### src/rtl/opr_wakeup_buf.sv
// Operand wakeup buffer: DEPTH operand slots that wait on tagged result
// broadcasts, capture the lowest-channel unkilled hit, and feed one issue port.

module opr_wakeup_match #(
  parameter int DATA_LEN = 32,
  parameter int RRF_SEL  = 6,
  parameter int NUM_CH   = 7
) (
  input  logic [RRF_SEL-1:0]         tag,
  input  logic [NUM_CH-1:0]          ex_valid,
  input  logic [NUM_CH-1:0]          ex_kill,
  input  logic [NUM_CH*RRF_SEL-1:0]  ex_dst,
  input  logic [NUM_CH*DATA_LEN-1:0] ex_rslt,
  output logic                       hit,
  output logic [DATA_LEN-1:0]        rslt
);
  // Walk from the top channel down so the lowest matching channel lands last.
  always_comb begin
    hit  = 1'b0;
    rslt = '0;
    for (int c = NUM_CH-1; c >= 0; c--) begin
      if (ex_valid[c] && !ex_kill[c] && ex_dst[c*RRF_SEL +: RRF_SEL] == tag) begin
        hit  = 1'b1;
        rslt = ex_rslt[c*DATA_LEN +: DATA_LEN];
      end
    end
  end
endmodule

module opr_wakeup_entry #(
  parameter int DATA_LEN = 32,
  parameter int RRF_SEL  = 6,
  parameter int NUM_CH   = 7
) (
  input  logic                       clk,
  input  logic                       reset,
  input  logic                       flush,
  input  logic                       load,
  input  logic                       load_wait,
  input  logic [DATA_LEN-1:0]        load_opr,
  input  logic                       free,
  input  logic [NUM_CH-1:0]          ex_valid,
  input  logic [NUM_CH-1:0]          ex_kill,
  input  logic [NUM_CH*RRF_SEL-1:0]  ex_dst,
  input  logic [NUM_CH*DATA_LEN-1:0] ex_rslt,
  output logic                       busy,
  output logic                       ready,
  output logic                       wait_nxt,
  output logic                       wake,
  output logic [DATA_LEN-1:0]        wake_rslt,
  output logic [DATA_LEN-1:0]        opr
);
  typedef enum logic [1:0] {S_EMPTY, S_WAIT, S_READY} st_e;

  st_e                 state_q, state_d;
  logic [DATA_LEN-1:0] opr_q, opr_d;
  logic                m_hit;

  opr_wakeup_match #(.DATA_LEN(DATA_LEN), .RRF_SEL(RRF_SEL), .NUM_CH(NUM_CH)) u_match (
    .tag(opr_q[RRF_SEL-1:0]), .ex_valid(ex_valid), .ex_kill(ex_kill),
    .ex_dst(ex_dst), .ex_rslt(ex_rslt), .hit(m_hit), .rslt(wake_rslt)
  );

  assign wake = (state_q == S_WAIT) && m_hit;

  // A load already accounts for any concurrent free of this slot.
  always_comb begin
    state_d = state_q;
    opr_d   = opr_q;
    if (flush) begin
      state_d = S_EMPTY;
    end else if (load) begin
      state_d = load_wait ? S_WAIT : S_READY;
      opr_d   = load_opr;
    end else begin
      if (wake) begin
        state_d = S_READY;
        opr_d   = wake_rslt;
      end
      if (free) state_d = S_EMPTY;
    end
  end

  always_ff @(posedge clk or negedge reset) begin
    if (!reset) begin
      state_q <= S_EMPTY;
      opr_q   <= '0;
    end else begin
      state_q <= state_d;
      opr_q   <= opr_d;
    end
  end

  assign busy     = (state_q != S_EMPTY);
  assign ready    = (state_q == S_READY);
  assign wait_nxt = (state_d == S_WAIT);
  assign opr      = opr_q;
endmodule

module opr_wakeup_buf #(
  parameter int DATA_LEN = 32,
  parameter int RRF_SEL  = 6,
  parameter int NUM_CH   = 7,
  parameter int DEPTH    = 8,
  localparam int IDX_W   = (DEPTH > 1) ? $clog2(DEPTH) : 1
) (
  input  logic                       clk,
  input  logic                       reset,
  input  logic                       alloc_en,
  input  logic [IDX_W-1:0]           alloc_idx,
  input  logic [DATA_LEN-1:0]        alloc_opr,
  input  logic                       alloc_rdy,
  input  logic [NUM_CH-1:0]          ex_valid,
  input  logic [NUM_CH-1:0]          ex_kill,
  input  logic [NUM_CH*RRF_SEL-1:0]  ex_dst,
  input  logic [NUM_CH*DATA_LEN-1:0] ex_rslt,
  input  logic                       issue_en,
  input  logic [IDX_W-1:0]           issue_idx,
  input  logic                       flush,
  output logic [DEPTH-1:0]           busy,
  output logic [DEPTH-1:0]           resolved,
  output logic [DATA_LEN-1:0]        src_out,
  output logic                       src_ok,
  output logic [IDX_W:0]             wait_cnt,
  output logic                       alloc_err
);
  localparam logic [IDX_W:0] DEPTH_W = (IDX_W+1)'(DEPTH);

  logic [DEPTH-1:0]               busy_v, rdy_v, wnxt_v, wake_v, load_v, free_v;
  logic [DEPTH-1:0][DATA_LEN-1:0] opr_v, wrslt_v;
  logic                           a_hit, alloc_in, issue_in, issue_fire, alloc_free;
  logic                           alloc_go, load_wait;
  logic [DATA_LEN-1:0]            a_rslt, load_opr;
  logic [IDX_W:0]                 wait_cnt_q, wait_cnt_d;
  logic                           alloc_err_q, alloc_err_d;

  // An incoming operand tag can be woken by a result broadcast in the same cycle.
  opr_wakeup_match #(.DATA_LEN(DATA_LEN), .RRF_SEL(RRF_SEL), .NUM_CH(NUM_CH)) u_amatch (
    .tag(alloc_opr[RRF_SEL-1:0]), .ex_valid(ex_valid), .ex_kill(ex_kill),
    .ex_dst(ex_dst), .ex_rslt(ex_rslt), .hit(a_hit), .rslt(a_rslt)
  );

  assign alloc_in = ({1'b0, alloc_idx} < DEPTH_W);
  assign issue_in = ({1'b0, issue_idx} < DEPTH_W);

  always_comb begin
    src_out = '0;
    src_ok  = 1'b0;
    if (issue_in) begin
      src_out = opr_v[issue_idx];
      if (rdy_v[issue_idx]) begin
        src_ok = 1'b1;
      end else if (wake_v[issue_idx]) begin
        src_out = wrslt_v[issue_idx];
        src_ok  = 1'b1;
      end
    end
  end

  assign issue_fire  = issue_en && src_ok;
  assign alloc_free  = alloc_in && (!busy_v[alloc_idx] || (issue_fire && issue_idx == alloc_idx));
  assign alloc_go    = alloc_en && alloc_in && !flush && alloc_free;
  assign alloc_err_d = alloc_en && alloc_in && !flush && !alloc_free;
  assign load_wait   = !alloc_rdy && !a_hit;
  assign load_opr    = (!alloc_rdy && a_hit) ? a_rslt : alloc_opr;

  always_comb begin
    load_v     = '0;
    free_v     = '0;
    wait_cnt_d = '0;
    for (int e = 0; e < DEPTH; e++) begin
      load_v[e]  = alloc_go && (alloc_idx == IDX_W'(e));
      free_v[e]  = issue_fire && (issue_idx == IDX_W'(e));
      wait_cnt_d = wait_cnt_d + (IDX_W+1)'(wnxt_v[e]);
    end
  end

  for (genvar g = 0; g < DEPTH; g++) begin : g_ent
    opr_wakeup_entry #(.DATA_LEN(DATA_LEN), .RRF_SEL(RRF_SEL), .NUM_CH(NUM_CH)) u_ent (
      .clk(clk), .reset(reset), .flush(flush), .load(load_v[g]), .load_wait(load_wait),
      .load_opr(load_opr), .free(free_v[g]), .ex_valid(ex_valid), .ex_kill(ex_kill),
      .ex_dst(ex_dst), .ex_rslt(ex_rslt), .busy(busy_v[g]), .ready(rdy_v[g]),
      .wait_nxt(wnxt_v[g]), .wake(wake_v[g]), .wake_rslt(wrslt_v[g]), .opr(opr_v[g])
    );
  end

  always_ff @(posedge clk or negedge reset) begin
    if (!reset) begin
      wait_cnt_q  <= '0;
      alloc_err_q <= 1'b0;
    end else begin
      wait_cnt_q  <= wait_cnt_d;
      alloc_err_q <= alloc_err_d;
    end
  end

  assign busy      = busy_v;
  assign resolved  = rdy_v;
  assign wait_cnt  = wait_cnt_q;
  assign alloc_err = alloc_err_q;
endmodule
### config.mk
export PLATFORM = sky130hd
export DESIGN_NAME = opr_wakeup_buf
export DESIGN_NICKNAME = d
export VERILOG_FILES = /design/src/rtl/opr_wakeup_buf.sv
export SDC_FILE = /design/constraint.sdc
export NUM_CORES = 2
export LEC_CHECK = 0
export BUFFER_PORTS_ARGS = -buffer_cell sky130_fd_sc_hd__buf_4
export CAP_MARGIN = 20
export CORE_ASPECT_RATIO = 1.5
export CORE_MARGIN = 2
export CORE_UTILIZATION = 50
export CTS_BUF_LIST = sky130_fd_sc_hd__clkbuf_4 sky130_fd_sc_hd__clkbuf_8
export DETAILED_ROUTE_END_ITERATION = 12
export MAX_ROUTING_LAYER = met4
export PLACE_DENSITY = 0.69
export SLEW_MARGIN = 20
export SYNTH_ARGS = -nofsm -noshare
export SYNTH_HDL_FRONTEND = slang
export SYNTH_SLANG_ARGS = --single-unit
export TNS_END_PERCENT = 5
### constraint.sdc
create_clock -name clk -period 12.9 [get_ports clk]
set_input_delay 1.29 -clock clk [delete_from_list [all_inputs] [get_ports clk]]
set_output_delay 1.29 -clock clk [all_outputs]
set_load 0.1 [all_outputs]
==> results_dict.tcl, run 1 <==
set metrics [dict create \
    die_h_um 345 \
    htreeDepth 2 \
    status "aborted with a tool error" \
    yosysTopAreaCell "dfrtp_1" \
    cts-root-buf "clkbuf_8" \
    cts_made_buffers 45 \
    synth_ff_type "dfrtp_1" \
    clock_sinks 277 \
    ys_seq_area_share_pct 17.9 \
    hpwl_um 210000 \
    ys_seq_elements 277 \
    yosysWarningCount 0 \
    port_buffers 377 \
    synthArstFlopShare_pct 100 \
    gp_congestion 1.29 \
    ys_types 90 \
    yosysTopAreaCellShare_pct 17.9 \
    synthCells 5120 \
    firstError "[ERROR GRT-0116] Global routing finished with congestion. Check the congestion regions in the DRC Viewer." \
    synth_area_leaders "dfrtp_1 (18%), mux2i_1 (10%), mux4_2 (5.0%)" \
    postCtsSetupBuffers 0 \
    floorplan.initialDensity_pct 50.3 \
    grt_first_pass_wirelength_um 480000 \
    cts_max_path_buffers 3 \
    syn-cell-area_um2 38800 \
    ios 378 \
    stop_stage "5_1_grt" \
    synth_edf_count 0 \
    syn_area_per_cell_um2 7.58 \
    cts_resized 0 \
    synth_nets 5451 \
    grt_max_degree 181 \
    hold_buffers 0 \
    die_width_um 231 \
    grt_pass1_vias 54300 \
    rows 125 \
    grt_use_total_pct 85.7 \
    grt_remaining_overflow 1389 \
]
==> metal layers <==
layer	overflow	GRT usage, %
met1	44	87.1
met5	-	-
met3	58	66.8
met2	890	98.9
met4	397	84.2
==> synthesized netlist by cell type (all sizes together), types with 28 or more instances <==
cell    instances
clkbuf        520
nor2          457
mux2i         404
nand2         394
a21oi         384
o21ai         279
dfrtp         277
buf           239
xnor2         212
a221oi        192
xor2          171
nand3         121
a221o          99
a22oi          91
mux4           87
nor3           79
a31oi          74
o211ai         73
inv            69
o22ai          67
a211oi         59
nand4          57
nor4           52
o221ai         51
a22o           48
o311ai         44
o22a           41
or2            36
o31ai          34
and2           29
a311oi         28
==> metrics by stage <==
| step | setup slack (ns) | hold slack, ns | instance area, um^2 | cells | utilization [%] |
|---|---|---|---|---|---|
| floorplan | 4.51 | 0.516 | 38800 | 5120 | - |
| global placement | 4.64 | 0.533 | 41500 | 5958 | 53.8 |
| detailed placement | 4.56 | 0.543 | 41600 | 5961 | 53.9 |
| CTS | 5.11 | 0.557 | 42500 | 6041 | 55.1 |
==> logic make-up after synthesis <==
kind of cell / synth area share [%]
AO/OA/AOI/OAI: 32.8
AND/OR/NAND/NOR: 15.9
buffers and inverters: 8.98
multiplexers: 15.5
XOR/XNOR: 8.64
flip-flops: 17.9
adder cells (fa/ha/maj): 0.303
==> run 2, diff against run 1 <==
--- a/config.mk
+++ b/config.mk
@@ -7,13 +7,10 @@
 export LEC_CHECK = 0
 export BUFFER_PORTS_ARGS = -buffer_cell sky130_fd_sc_hd__buf_4
 export CAP_MARGIN = 20
-export CORE_ASPECT_RATIO = 1.5
 export CORE_MARGIN = 2
-export CORE_UTILIZATION = 50
-export CTS_BUF_LIST = sky130_fd_sc_hd__clkbuf_4 sky130_fd_sc_hd__clkbuf_8
+export CORE_UTILIZATION = 35
 export DETAILED_ROUTE_END_ITERATION = 12
-export MAX_ROUTING_LAYER = met4
-export PLACE_DENSITY = 0.69
+export PLACE_DENSITY_LB_ADDON = 0.15
 export SLEW_MARGIN = 20
 export SYNTH_ARGS = -nofsm -noshare
 export SYNTH_HDL_FRONTEND = slang
==> results_dict.tcl, run 2 <==
set metrics [dict create \
    status "finished, final reports clean" \
    path_clk_slew_ns 0.08 \
    routedWlPerCell_um 49.2 \
    die_width_um 337 \
    hp-class "flop to flop" \
    required_ns 11.61 \
    yosysTopAreaCellShare_pct 17.9 \
    r2r_slack_ns 5.08 \
    yosysWarningCount 0 \
    ys_seq_elements 277 \
    final_common_cell "buf_4" \
    grt_max_degree 90 \
    grt_use_total_pct 55.1 \
    synth_edf_count 0 \
    layout.nets 5334 \
    grt_pass1_vias 46400 \
    worstSetupStartpointType "flop" \
    synthCells 5120 \
    die_h_um 337 \
    ys_seq_area_share_pct 17.9 \
    mostFrequentLayoutCells "buf_4 (603), nor2_1 (433), mux2i_1 (404)" \
    cts_max_path_buffers 3 \
    hpwl_um 225000 \
    relSlewSlack_pct 7.35 \
    antenna_found_initial 25 \
    drc_errors 0 \
    clock_sinks 277 \
    fin_crit_ns 8.51 \
    gp_congestion 1.08 \
    clk_latency_ns 0.63 \
    path_class "flop to primary output" \
    postCtsSetupBuffers 0 \
    largest_reg_flops 256 \
    rsz0062_at_grt "no" \
    cap_violations 0 \
    synth_nets 5451 \
    power-per-cell-area_nw_per_um2 92.0 \
    syn-cell-area_um2 38800 \
    p_leak_nw 17.1 \
    arrival_ns 7.22 \
    cts-root-buf "clkbuf_16" \
    drt_pre_antenna_iters 9 \
    hold_buffers 0 \
    cts_made_buffers 29 \
    cp-startpoint "g_ent[7].u_ent.opr[0]" \
    port_buffers 377 \
    holdWs_ns 0.558 \
    die-area_um2 114000 \
    vias 50400 \
    end_kind "primary output" \
    peakVddDrop_mv 0.0743 \
    cts_tree "yes" \
    reg2reg_from "g_ent[7].u_ent.opr[0]" \
    ios 378 \
    final_antenna_net_count 0 \
    drt_iter0_drc 9304 \
    synthArstFlopShare_pct 100 \
    drt_wl_total_um 321000 \
    critPathCapture "src_out[17]" \
    hold_viol 0 \
    yosysMostFrequentCell "clkbuf_1" \
    max_freq_mhz 118 \
    syn_area_per_cell_um2 7.58 \
    floorplan.initialDensity_pct 35.2 \
    grt_remaining_overflow 0 \
    vias_per_cell 7.72 \
    synthTopCellsByCount "clkbuf_1 (518), nor2_1 (453), mux2i_1 (404)" \
    tns_ns 0 \
    tightestPinTransition_ns 1.38 \
    setup_viol 0 \
    finalClockSkew_ns 0.0248 \
    drive_gt1_share_pct 18.0 \
    grt_first_pass_wirelength_um 429000 \
    synth_ff_type "dfrtp_1" \
    area_growth_pct 12.2 \
    synth_area_leaders "dfrtp_1 (18%), mux2i_1 (10%), mux4_2 (5.0%)" \
    yosysTopAreaCell "dfrtp_1" \
    r2r_cells 20 \
    htreeDepth 1 \
    min_period_over_period_pct 66.0 \
    slew_viol_final 0 \
    core_area_um2 110000 \
    cts_resized 0 \
    rows 122 \
    cp_max_fo 36 \
    ys_types 90 \
    r2r-end "wait_cnt[1]" \
]
-- run 2: layout make-up --
cell class / instances / area, um^2
Timing Repair Buffer: 611 / 4630
Antenna cell: 14 / 35.0
Sequential cell: 277 / 6930
Tap cell: 1488 / 1860
Clock inverter: 12 / 156
Multi-Input combinational cell: 4012 / 28800
Fill cell: 11600 / 66800
Inverter: 72 / 270
Clock buffer: 40 / 847
-- run 2: cell families (layout without fill, tap and decap cells) --
logic type / after synthesis / after routing / share of synthesized area (%)
AO/OA/AOI/OAI: 1793 / 1793 / 32.8
AND/OR/NAND/NOR: 1337 / 1337 / 15.9
buffers and inverters: 831 / 735 / 8.98
multiplexers: 492 / 492 / 15.5
XOR/XNOR: 383 / 383 / 8.64
flip-flops: 277 / 277 / 17.9
adder cells (fa/ha/maj): 7 / 7 / 0.303
other: 0 / 14 / 0
-- run 2: per-stage QoR --
stage,power [mW],utilization [%],area (um^2),instances,setup slack [ns]
after floorplan,2.22,-,38800,5120,4.51
after global placement,2.94,38.3,42200,6444,4.89
after detailed placement,2.95,38.3,42200,6444,4.82
after CTS,3.87,39.2,43300,6496,5.10
after global routing,4.07,39.4,43500,6512,4.69
final,4.01,39.5,43600,6526,4.39
-- run 2: worst min path at each step --
stage | slack, ns | cells after the start | startpoint | to
2_1_floorplan | 0.52 | 2 | g_ent[2].u_ent.opr[23] | g_ent[2].u_ent.opr[23]
3_3_place_gp | 0.53 | 2 | g_ent[0].u_ent.opr[11] | g_ent[0].u_ent.opr[11]
3_5_place_dp | 0.54 | 2 | g_ent[6].u_ent.opr[30] | g_ent[6].u_ent.opr[30]
4_1_cts | 0.56 | 2 | g_ent[6].u_ent.opr[30] | g_ent[6].u_ent.opr[30]
5_1_grt | 0.58 | 2 | g_ent[0].u_ent.opr[11] | g_ent[0].u_ent.opr[11]
6_report | 0.56 | 2 | g_ent[6].u_ent.opr[14] | g_ent[6].u_ent.opr[14]
-- run 2: report_power, final --
part           switching, mW  total [mW]  internal (mW)
Sequential             0.249        1.27           1.02
Clock                  0.418       0.937          0.520
Combinational           1.20        1.80          0.598
-- run 2: layer usage --
metal / global-route usage [%] / up-vias / wire length [um]
met4: 55.6 / 14 / 41400
met1: 63.8 / 24800 / 111000
met2: 75.8 / 5070 / 125000
met3: 21.1 / 1518 / 42700
li1: - / 19000 / -
met5: 1.32 / - / 141
-- run 2: worst max-delay path: stages (launching register included) --
cell and delay (ns):
dfrtp_1 1.05, xor2_1 0.20, nor4_1 0.08, nand4_1 0.15
nor2b_1 1.04, nand3_1 0.94, nand3b_1 0.59, a221oi_4 0.10
buf_4 0.29, nand2_2 0.14, buf_4 0.47, a211oi_1 0.16
a211oi_1 0.86, buf_4 0.44
Note: power is estimated with default switching activity, not from simulation.
